===== src/rtl/score_pkg.sv =====
// Shared types and seven-segment helpers for the score controller.
package score_pkg;

   typedef enum logic [1:0] {
      ST_IDLE = 2'd0,
      ST_PLAY = 2'd1,
      ST_OVER = 2'd2
   } state_t;

   typedef logic [3:0] bcd_t;

   // Active-low segments, bit order gfedcba.
   localparam logic [6:0] SEG_0 = 7'b1000000;
   localparam logic [6:0] SEG_1 = 7'b1111001;
   localparam logic [6:0] SEG_2 = 7'b0100100;
   localparam logic [6:0] SEG_3 = 7'b0110000;
   localparam logic [6:0] SEG_4 = 7'b0011001;
   localparam logic [6:0] SEG_5 = 7'b0010010;
   localparam logic [6:0] SEG_6 = 7'b0000010;
   localparam logic [6:0] SEG_7 = 7'b1111000;
   localparam logic [6:0] SEG_8 = 7'b0000000;
   localparam logic [6:0] SEG_9 = 7'b0010000;

   function automatic logic [6:0] bcd_to_seg(input bcd_t d);
      logic [6:0] s;
      case (d)
         4'd0:    s = SEG_0;
         4'd1:    s = SEG_1;
         4'd2:    s = SEG_2;
         4'd3:    s = SEG_3;
         4'd4:    s = SEG_4;
         4'd5:    s = SEG_5;
         4'd6:    s = SEG_6;
         4'd7:    s = SEG_7;
         4'd8:    s = SEG_8;
         4'd9:    s = SEG_9;
         default: s = 7'b1111111;
      endcase
      return s;
   endfunction

endpackage


===== src/rtl/score_ctrl_bcd_digit.sv =====
// One decade of the score: BCD counter with synchronous clear, carry-in and carry-out.
module bcd_digit
   import score_pkg::*;
(
   input  logic clk,
   input  logic reset,
   input  logic i_clr,
   input  logic i_cin,
   output bcd_t o_q,
   output bcd_t o_q_nxt,
   output logic o_cout
);

   bcd_t r_q;
   bcd_t w_q_nxt;

   // Next value; exposed so the parent can register the display in the same edge.
   always_comb begin
      w_q_nxt = r_q;
      if (i_clr) begin
         w_q_nxt = 4'd0;
      end else if (i_cin) begin
         if (r_q == 4'd9) begin
            w_q_nxt = 4'd0;
         end else begin
            w_q_nxt = r_q + 4'd1;
         end
      end else begin
         w_q_nxt = r_q;
      end
   end

   // Digit register.
   always_ff @(posedge clk) begin
      if (reset) begin
         r_q <= 4'd0;
      end else begin
         r_q <= w_q_nxt;
      end
   end

   assign o_q     = r_q;
   assign o_q_nxt = w_q_nxt;
   assign o_cout  = i_cin & ~i_clr & (r_q == 4'd9);

endmodule


===== src/rtl/score_ctrl.sv =====
// Game score controller: IDLE/PLAY/OVER FSM, saturating BCD score, 7-seg display.
// Optional high-score tracking and view enabled by defining SCORE_HISCORE_EN.
module score_ctrl
   import score_pkg::*;
#(
   parameter int         NDIG      = 3,
   parameter logic [6:0] SEG_BLANK = 7'b1111111
)(
   input  logic              clk,
   input  logic              reset,
   input  logic              start,
   input  logic              pass,
   input  logic              crash,
   input  logic              show_hi,
   output logic [7*NDIG-1:0] hex,
   output logic              running,
   output logic              saturated,
   output logic              new_best
);

   localparam logic [7*NDIG-1:0] HEX_BLANK = {NDIG{SEG_BLANK}};
   localparam logic [7*NDIG-1:0] HEX_ZERO  =
      (HEX_BLANK & ~((7*NDIG)'(7'h7f))) | (7*NDIG)'(SEG_0);

   state_t            r_state;
   state_t            w_state_nxt;
   logic              r_start_q;
   logic              r_running;
   logic              r_saturated;
   logic [7*NDIG-1:0] r_hex;
   logic [7*NDIG-1:0] w_hex_nxt;
   logic              w_start_edge;
   logic              w_enter_play;
   logic              w_inc;
   logic              w_all9_cur;
   logic              w_all9_nxt;
   logic              w_lead;
   logic [NDIG:0]     w_carry;
   logic [4*NDIG-1:0] w_score;
   logic [4*NDIG-1:0] w_score_nxt;
   logic [4*NDIG-1:0] w_disp_val;
   logic [4*NDIG-1:0] w_val;
   logic              w_unused_carry;

   assign w_start_edge   = start & ~r_start_q;
   assign w_enter_play   = w_start_edge & (r_state != ST_PLAY);
   assign w_inc          = (r_state == ST_PLAY) & pass & ~w_all9_cur;
   assign w_carry[0]     = w_inc;
   assign w_unused_carry = w_carry[NDIG];

   genvar gi;
   generate
      for (gi = 0; gi < NDIG; gi++) begin : g_dig
         bcd_digit u_dig (
            .clk     (clk),
            .reset   (reset),
            .i_clr   (w_enter_play),
            .i_cin   (w_carry[gi]),
            .o_q     (w_score[4*gi +: 4]),
            .o_q_nxt (w_score_nxt[4*gi +: 4]),
            .o_cout  (w_carry[gi+1])
         );
      end
   endgenerate

   // All-nines detection on the current and the upcoming score.
   always_comb begin
      w_all9_cur = 1'b1;
      w_all9_nxt = 1'b1;
      for (int k = 0; k < NDIG; k++) begin
         w_all9_cur = w_all9_cur & (w_score[4*k +: 4] == 4'd9);
         w_all9_nxt = w_all9_nxt & (w_score_nxt[4*k +: 4] == 4'd9);
      end
   end

   // FSM next state.
   always_comb begin
      w_state_nxt = r_state;
      case (r_state)
         ST_IDLE: begin
            if (w_start_edge) w_state_nxt = ST_PLAY;
            else              w_state_nxt = ST_IDLE;
         end
         ST_PLAY: begin
            if (crash) w_state_nxt = ST_OVER;
            else       w_state_nxt = ST_PLAY;
         end
         ST_OVER: begin
            if (w_start_edge) w_state_nxt = ST_PLAY;
            else              w_state_nxt = ST_OVER;
         end
         default: w_state_nxt = ST_IDLE;
      endcase
   end

`ifdef SCORE_HISCORE_EN
   logic [4*NDIG-1:0] r_hi;
   logic [4*NDIG-1:0] w_hi_nxt;
   logic              r_new_best;
   logic              w_beat;

   // Compare against the score including a pass sampled with the crash.
   assign w_beat     = (r_state == ST_PLAY) & crash & (w_score_nxt > r_hi);
   assign w_hi_nxt   = w_beat ? w_score_nxt : r_hi;
   assign w_disp_val = (show_hi && (w_state_nxt == ST_OVER)) ? w_hi_nxt : w_score_nxt;
   assign new_best   = r_new_best;

   // High score and new-best flag.
   always_ff @(posedge clk) begin
      if (reset) begin
         r_hi       <= {(4*NDIG){1'b0}};
         r_new_best <= 1'b0;
      end else begin
         r_hi <= w_hi_nxt;
         if (w_enter_play) r_new_best <= 1'b0;
         else if (w_beat)  r_new_best <= 1'b1;
         else              r_new_best <= r_new_best;
      end
   end
`else
   logic w_unused_show;
   assign w_unused_show = show_hi;
   assign w_disp_val    = w_score_nxt;
   assign new_best      = 1'b0;
`endif

   // Display image for the next cycle with leading-zero blanking.
   always_comb begin
      w_val     = (w_state_nxt == ST_IDLE) ? {(4*NDIG){1'b0}} : w_disp_val;
      w_lead    = 1'b1;
      w_hex_nxt = HEX_BLANK;
      for (int k = NDIG - 1; k >= 0; k--) begin
         if ((k != 0) && w_lead && (w_val[4*k +: 4] == 4'd0)) begin
            w_hex_nxt[7*k +: 7] = SEG_BLANK;
         end else begin
            w_hex_nxt[7*k +: 7] = bcd_to_seg(w_val[4*k +: 4]);
            w_lead = 1'b0;
         end
      end
   end

   // FSM state and registered outputs.
   always_ff @(posedge clk) begin
      if (reset) begin
         r_state     <= ST_IDLE;
         r_start_q   <= 1'b0;
         r_running   <= 1'b0;
         r_saturated <= 1'b0;
         r_hex       <= HEX_ZERO;
      end else begin
         r_state     <= w_state_nxt;
         r_start_q   <= start;
         r_running   <= (w_state_nxt == ST_PLAY);
         r_saturated <= w_all9_nxt;
         r_hex       <= w_hex_nxt;
      end
   end

   assign hex       = r_hex;
   assign running   = r_running;
   assign saturated = r_saturated;

endmodule


===== config.mk =====
export PLATFORM = sky130hd
export DESIGN_NAME = score_ctrl
export DESIGN_NICKNAME = d
export VERILOG_FILES = /design/src/rtl/score_pkg.sv /design/src/rtl/score_ctrl_bcd_digit.sv /design/src/rtl/score_ctrl.sv
export SDC_FILE = /design/constraint.sdc
export NUM_CORES = 1
export LEC_CHECK = 0
export ABC_CLOCK_PERIOD_IN_PS = 3200
export CAP_MARGIN = 20
export CORE_ASPECT_RATIO = 0.8
export CORE_MARGIN = 8
export CORE_UTILIZATION = 25
export CTS_CLUSTER_DIAMETER = 30
export DETAILED_ROUTE_END_ITERATION = 8
export PLACE_DENSITY = 0.46
export SYNTH_ARGS = -nofsm -noshare
export SYNTH_HDL_FRONTEND = slang
export SYNTH_SLANG_ARGS = --single-unit

===== constraint.sdc =====
create_clock -name clk -period 3.2 [get_ports clk]
set_input_delay 0.48 -clock clk [delete_from_list [all_inputs] [get_ports clk]]
set_output_delay 0.48 -clock clk [all_outputs]
set_load 0.05 [all_outputs]

==> reports/metrics.csv <==
stage,metric,value,unit
run_status,run_status,completed,
hold_path,timing.hold.worst_endpoint,g_dig[0].u_dig.o_q[3],
clock_tree,cts_buffers,5,
worst_setup_path,r2r_start,g_dig[0].u_dig.o_q[0],
timing,setup_total_negative_slack,0,ns
timing,timing.final.max_slew_violations,0,
clock_tree,clock-sinks,38,
logic_synthesis,synth_area,2250,um^2
global_route,grt.met3_usage,0.0342,
hold_path,whs_path_depth,2,
clock_tree,max-clock-path-buffers,2,
logic_synthesis,avgSynthCellArea,8.79,um^2
timing,slew_headroom,0.557,
floorplanning,die_height,101,um
clock_tree,clkTransAtPathRegs,0.08,ns
detailed_routing,wire_length_per_cell,13.6,um
place,globalplace.congestion,0.794,
worst_setup_path,worst-endpoint-required,3.38,ns
clock_tree,htreeDepth,2,
cells_and_area,layout-drive-gt1-share,0.156,
global_route,number_of_antenna_violations_at_the_first_check_in_global_routing,0,
cells_and_area,areaGrowthSynthToFinish,29.3,%
clock_tree,ctsHoldBuffers,0,
global_route,grt_overflow_total,0,
logic_synthesis,synth.yosys.seq_area_share,0.338,
worst_setup_path,timing_worst_setup_path_type,register to register,
worst_setup_path,r2r.worst_path.cells,12,
clock_tree,postCtsSetupRepairBufs,0,
floorplanning,die_width,122,um
cells_and_area,num-nets-final,328,
flow_run,cap_violations,0,
worst_setup_path,register_to_register_setup_slack,0.31,ns
detailed_routing,drt_first_iter_violations,75,
clock_tree,postCtsResizedCells,0,
logic_synthesis,number_of_flops_mapped_to_enable_cells_by_yosys,0,
global_route,global_route_total_usage_across_every_layer,0.0976,
timing,setup_viol,0,
power,p_leak,1.20,nW
detailed_routing,antenna_violating_nets_post_route,0,
global_route,gr-max-usage-layer,met2,
place,placement.io_buffers,27,
timing,hold_violations,0,
floorplanning,placement_rows,31,
logic_synthesis,yosys_most_used_dff,sky130_fd_sc_hd__dfxtp_1,
floorplanning,initial_core_util,0.253,
global_route,use_met2,0.139,
logic_synthesis,yosys_warnings,0,
logic_synthesis,syn_nets,283,
cells_and_area,nFillCells,945,
logic_synthesis,share_of_async_settable_or_async_resettable_flops_after_synthesis,0,
power,ir_drop_worst_case_vdd,0.154,mV
global_route,grt_first_pass_wirelength,9.55,mm
worst_setup_path,worst-endpoint-arrival,3.07,ns
detailed_routing,firstDrtPassIters,4,
floorplanning,floorplan.core_area,8880,um^2
floorplanning,io_pins,30,
hold_path,timing.hold.worst.class,register to register,
global_route,grt_start_max_net_pins,21,
clock_tree,clk-insertion-delay-late,0.29,ns
timing,tightest_slew,0.655,ns
worst_setup_path,crit_path_end_kind,register,
timing,period_needed,2.89,ns
timing,achievable-frequency,346,MHz
detailed_routing,totalWireLength,5.69,mm
place,hpwl,4.45,mm
global_route,grt_pass1_vias,1918,
logic_synthesis,ys_ff_latch,38,
timing,fin_crit_share,0.902,
clock_tree,ctsRootBufferMaster,sky130_fd_sc_hd__clkbuf_8,
floorplanning,floorplan.die_area,12300,um^2
detailed_routing,drc_errors,0,
worst_setup_path,worstSetupStartpoint,g_dig[0].u_dig.o_q[0],
clock_tree,tritoncts_clock_tree,done,
cells_and_area,final_util,0.328,
worst_setup_path,worst_path_fanout_max,9,
timing,rsz_0062_raised_after_global_routing,false,
logic_synthesis,postSynthCellCount,256,
logic_synthesis,netlist-cell-type-count,60,
worst_setup_path,start_kind,register,
global_route,globalRouteMet1Util,0.136,
power,cellPowerDensity,372,nW/um^2
cells_and_area,antennaDiodeCount,0,
detailed_routing,vias_per_cell,4.58,
worst_setup_path,regToRegEndpoint,hex[11],
hold_path,source_of_the_worst_hold_timing_path,g_dig[0].u_dig.o_q[3],
detailed_routing,dr_total_vias,1909,
timing,clock_skew,0.0111,ns
## how the worst max path moves through the flow
stage / endpoint / slack [ns] / cells after the start
4_1_cts: hex[11] / 0.31 / 12
3_5_place_dp: hex[11] / 0.04 / 12
6_report: hex[11] / 0.31 / 12
3_3_place_gp: hex[11] / 0.07 / 12
2_1_floorplan: hex[11] / 0.45 / 11
5_1_grt: hex[11] / 0.13 / 13
## cell families after synthesis
logic type | count (synthesis) | synth area share
other | 1 | 0.00167
xor gates and xnor gates | 5 | 0.0195
AOI/OAI and AO/OA | 61 | 0.192
adders and majority gates | 21 | 0.117
muxes | 5 | 0.0234
buffers and inverters | 19 | 0.0378
DFF | 38 | 0.338
and+or+nand+nor | 106 | 0.270
## metrics by stage
stage	setup slack, ns	cell area, um^2	std cells	hold slack, ns	power (mW)
after floorplan	0.451	2250	256	0.575	0.551
after global placement	0.0726	2770	409	0.618	0.587
after detailed placement	0.0379	2770	409	0.636	0.586
after CTS	0.313	2910	417	0.678	1.11
after global routing	0.134	2910	417	0.723	1.13
final	0.314	2910	417	0.680	1.08
## Yosys cell counts, drive strengths merged (2+ instances only)
master  instances  area (um^2)
a211oi          6         45.0
a21o            2         15.0
a21oi          11         62.6
a311oi          3         26.3
a31oi           3         33.8
and2            2         15.0
and3            2         12.5
and3b           2         17.5
buf             5         32.5
clkbuf          4         15.0
dfxtp          38          761
ha             21          263
inv            10         37.5
mux2            2         22.5
mux2i           3         30.0
nand2          23         86.3
nand2b          3         18.8
nand3           9         45.0
nand3b          5         66.3
nor2           25         93.8
nor2b           6         37.5
nor3            7         35.0
nor3b           2         15.0
nor4            2         25.0
nor4b           2         23.8
o211ai          5         37.5
o21ai          15         75.1
o21bai          4         30.0
o221ai          2         23.8
o31ai           3         22.5
or2             6         40.0
or3             5         31.3
xnor2           2         17.5
xor2            3         26.3
## state kept, by name, summed over array words and instances (netlist names)
signal and cells:
g_dig.u_dig.o_q 12, hex 21, r_state 2, running 1, r_start_q 1, saturated 1
## area by class of cell
type	instances	area, um^2	area share
Multi-Input combinational cell	199	1400	0.483
Inverter	10	37.5	0.0129
Sequential cell	38	761	0.262
Tap cell	115	144	0.0495
Clock inverter	2	60.1	0.0206
Clock buffer	6	82.6	0.0284
Timing Repair Buffer	47	420	0.145
## placed cells by master, fill, tap and decap left out, types with 7 or more instances in the layout
| master | count |
|---|---|
| sky130_fd_sc_hd__nor3_1 | 7 |
| sky130_fd_sc_hd__buf_4 | 20 |
| sky130_fd_sc_hd__clkdlybuf4s50_1 | 27 |
| sky130_fd_sc_hd__a21oi_1 | 9 |
| sky130_fd_sc_hd__dfxtp_1 | 38 |
| sky130_fd_sc_hd__nand3_1 | 9 |
| sky130_fd_sc_hd__inv_1 | 10 |
| sky130_fd_sc_hd__nand2_1 | 23 |
| sky130_fd_sc_hd__nor2_1 | 25 |
| sky130_fd_sc_hd__o21ai_0 | 9 |
| sky130_fd_sc_hd__ha_1 | 21 |
## critical path: stages, from the launching register on
cell	delay, ns
sky130_fd_sc_hd__dfxtp_1	0.41
sky130_fd_sc_hd__ha_1	0.27
sky130_fd_sc_hd__nand3b_4	0.16
sky130_fd_sc_hd__nor4b_2	0.40
sky130_fd_sc_hd__mux2_2	0.39
sky130_fd_sc_hd__nor2_1	0.12
sky130_fd_sc_hd__inv_1	0.10
sky130_fd_sc_hd__ha_1	0.24
sky130_fd_sc_hd__nand2_1	0.07
sky130_fd_sc_hd__a211oi_1	0.04
sky130_fd_sc_hd__buf_4	0.16
sky130_fd_sc_hd__and2_0	0.15
sky130_fd_sc_hd__a211o_1	0.27
## power by group
group | leakage, nW | switching [mW] | internal [mW] | total (mW)
combinational | 0.822 | 0.0589 | 0.0327 | 0.0916
clock | 0.0714 | 0.176 | 0.333 | 0.509
sequential | 0.308 | 0.00506 | 0.478 | 0.483
total | 1.20 | 0.240 | 0.843 | 1.08
## metal layers
metal,vias to the layer above,part of all wire
met5,-,0
met4,0,0.0039
met3,2,0.076
met2,36,0.41
met1,866,0.51
li1,1005,-
No activity file was read; power rests on OpenSTA's default activity.
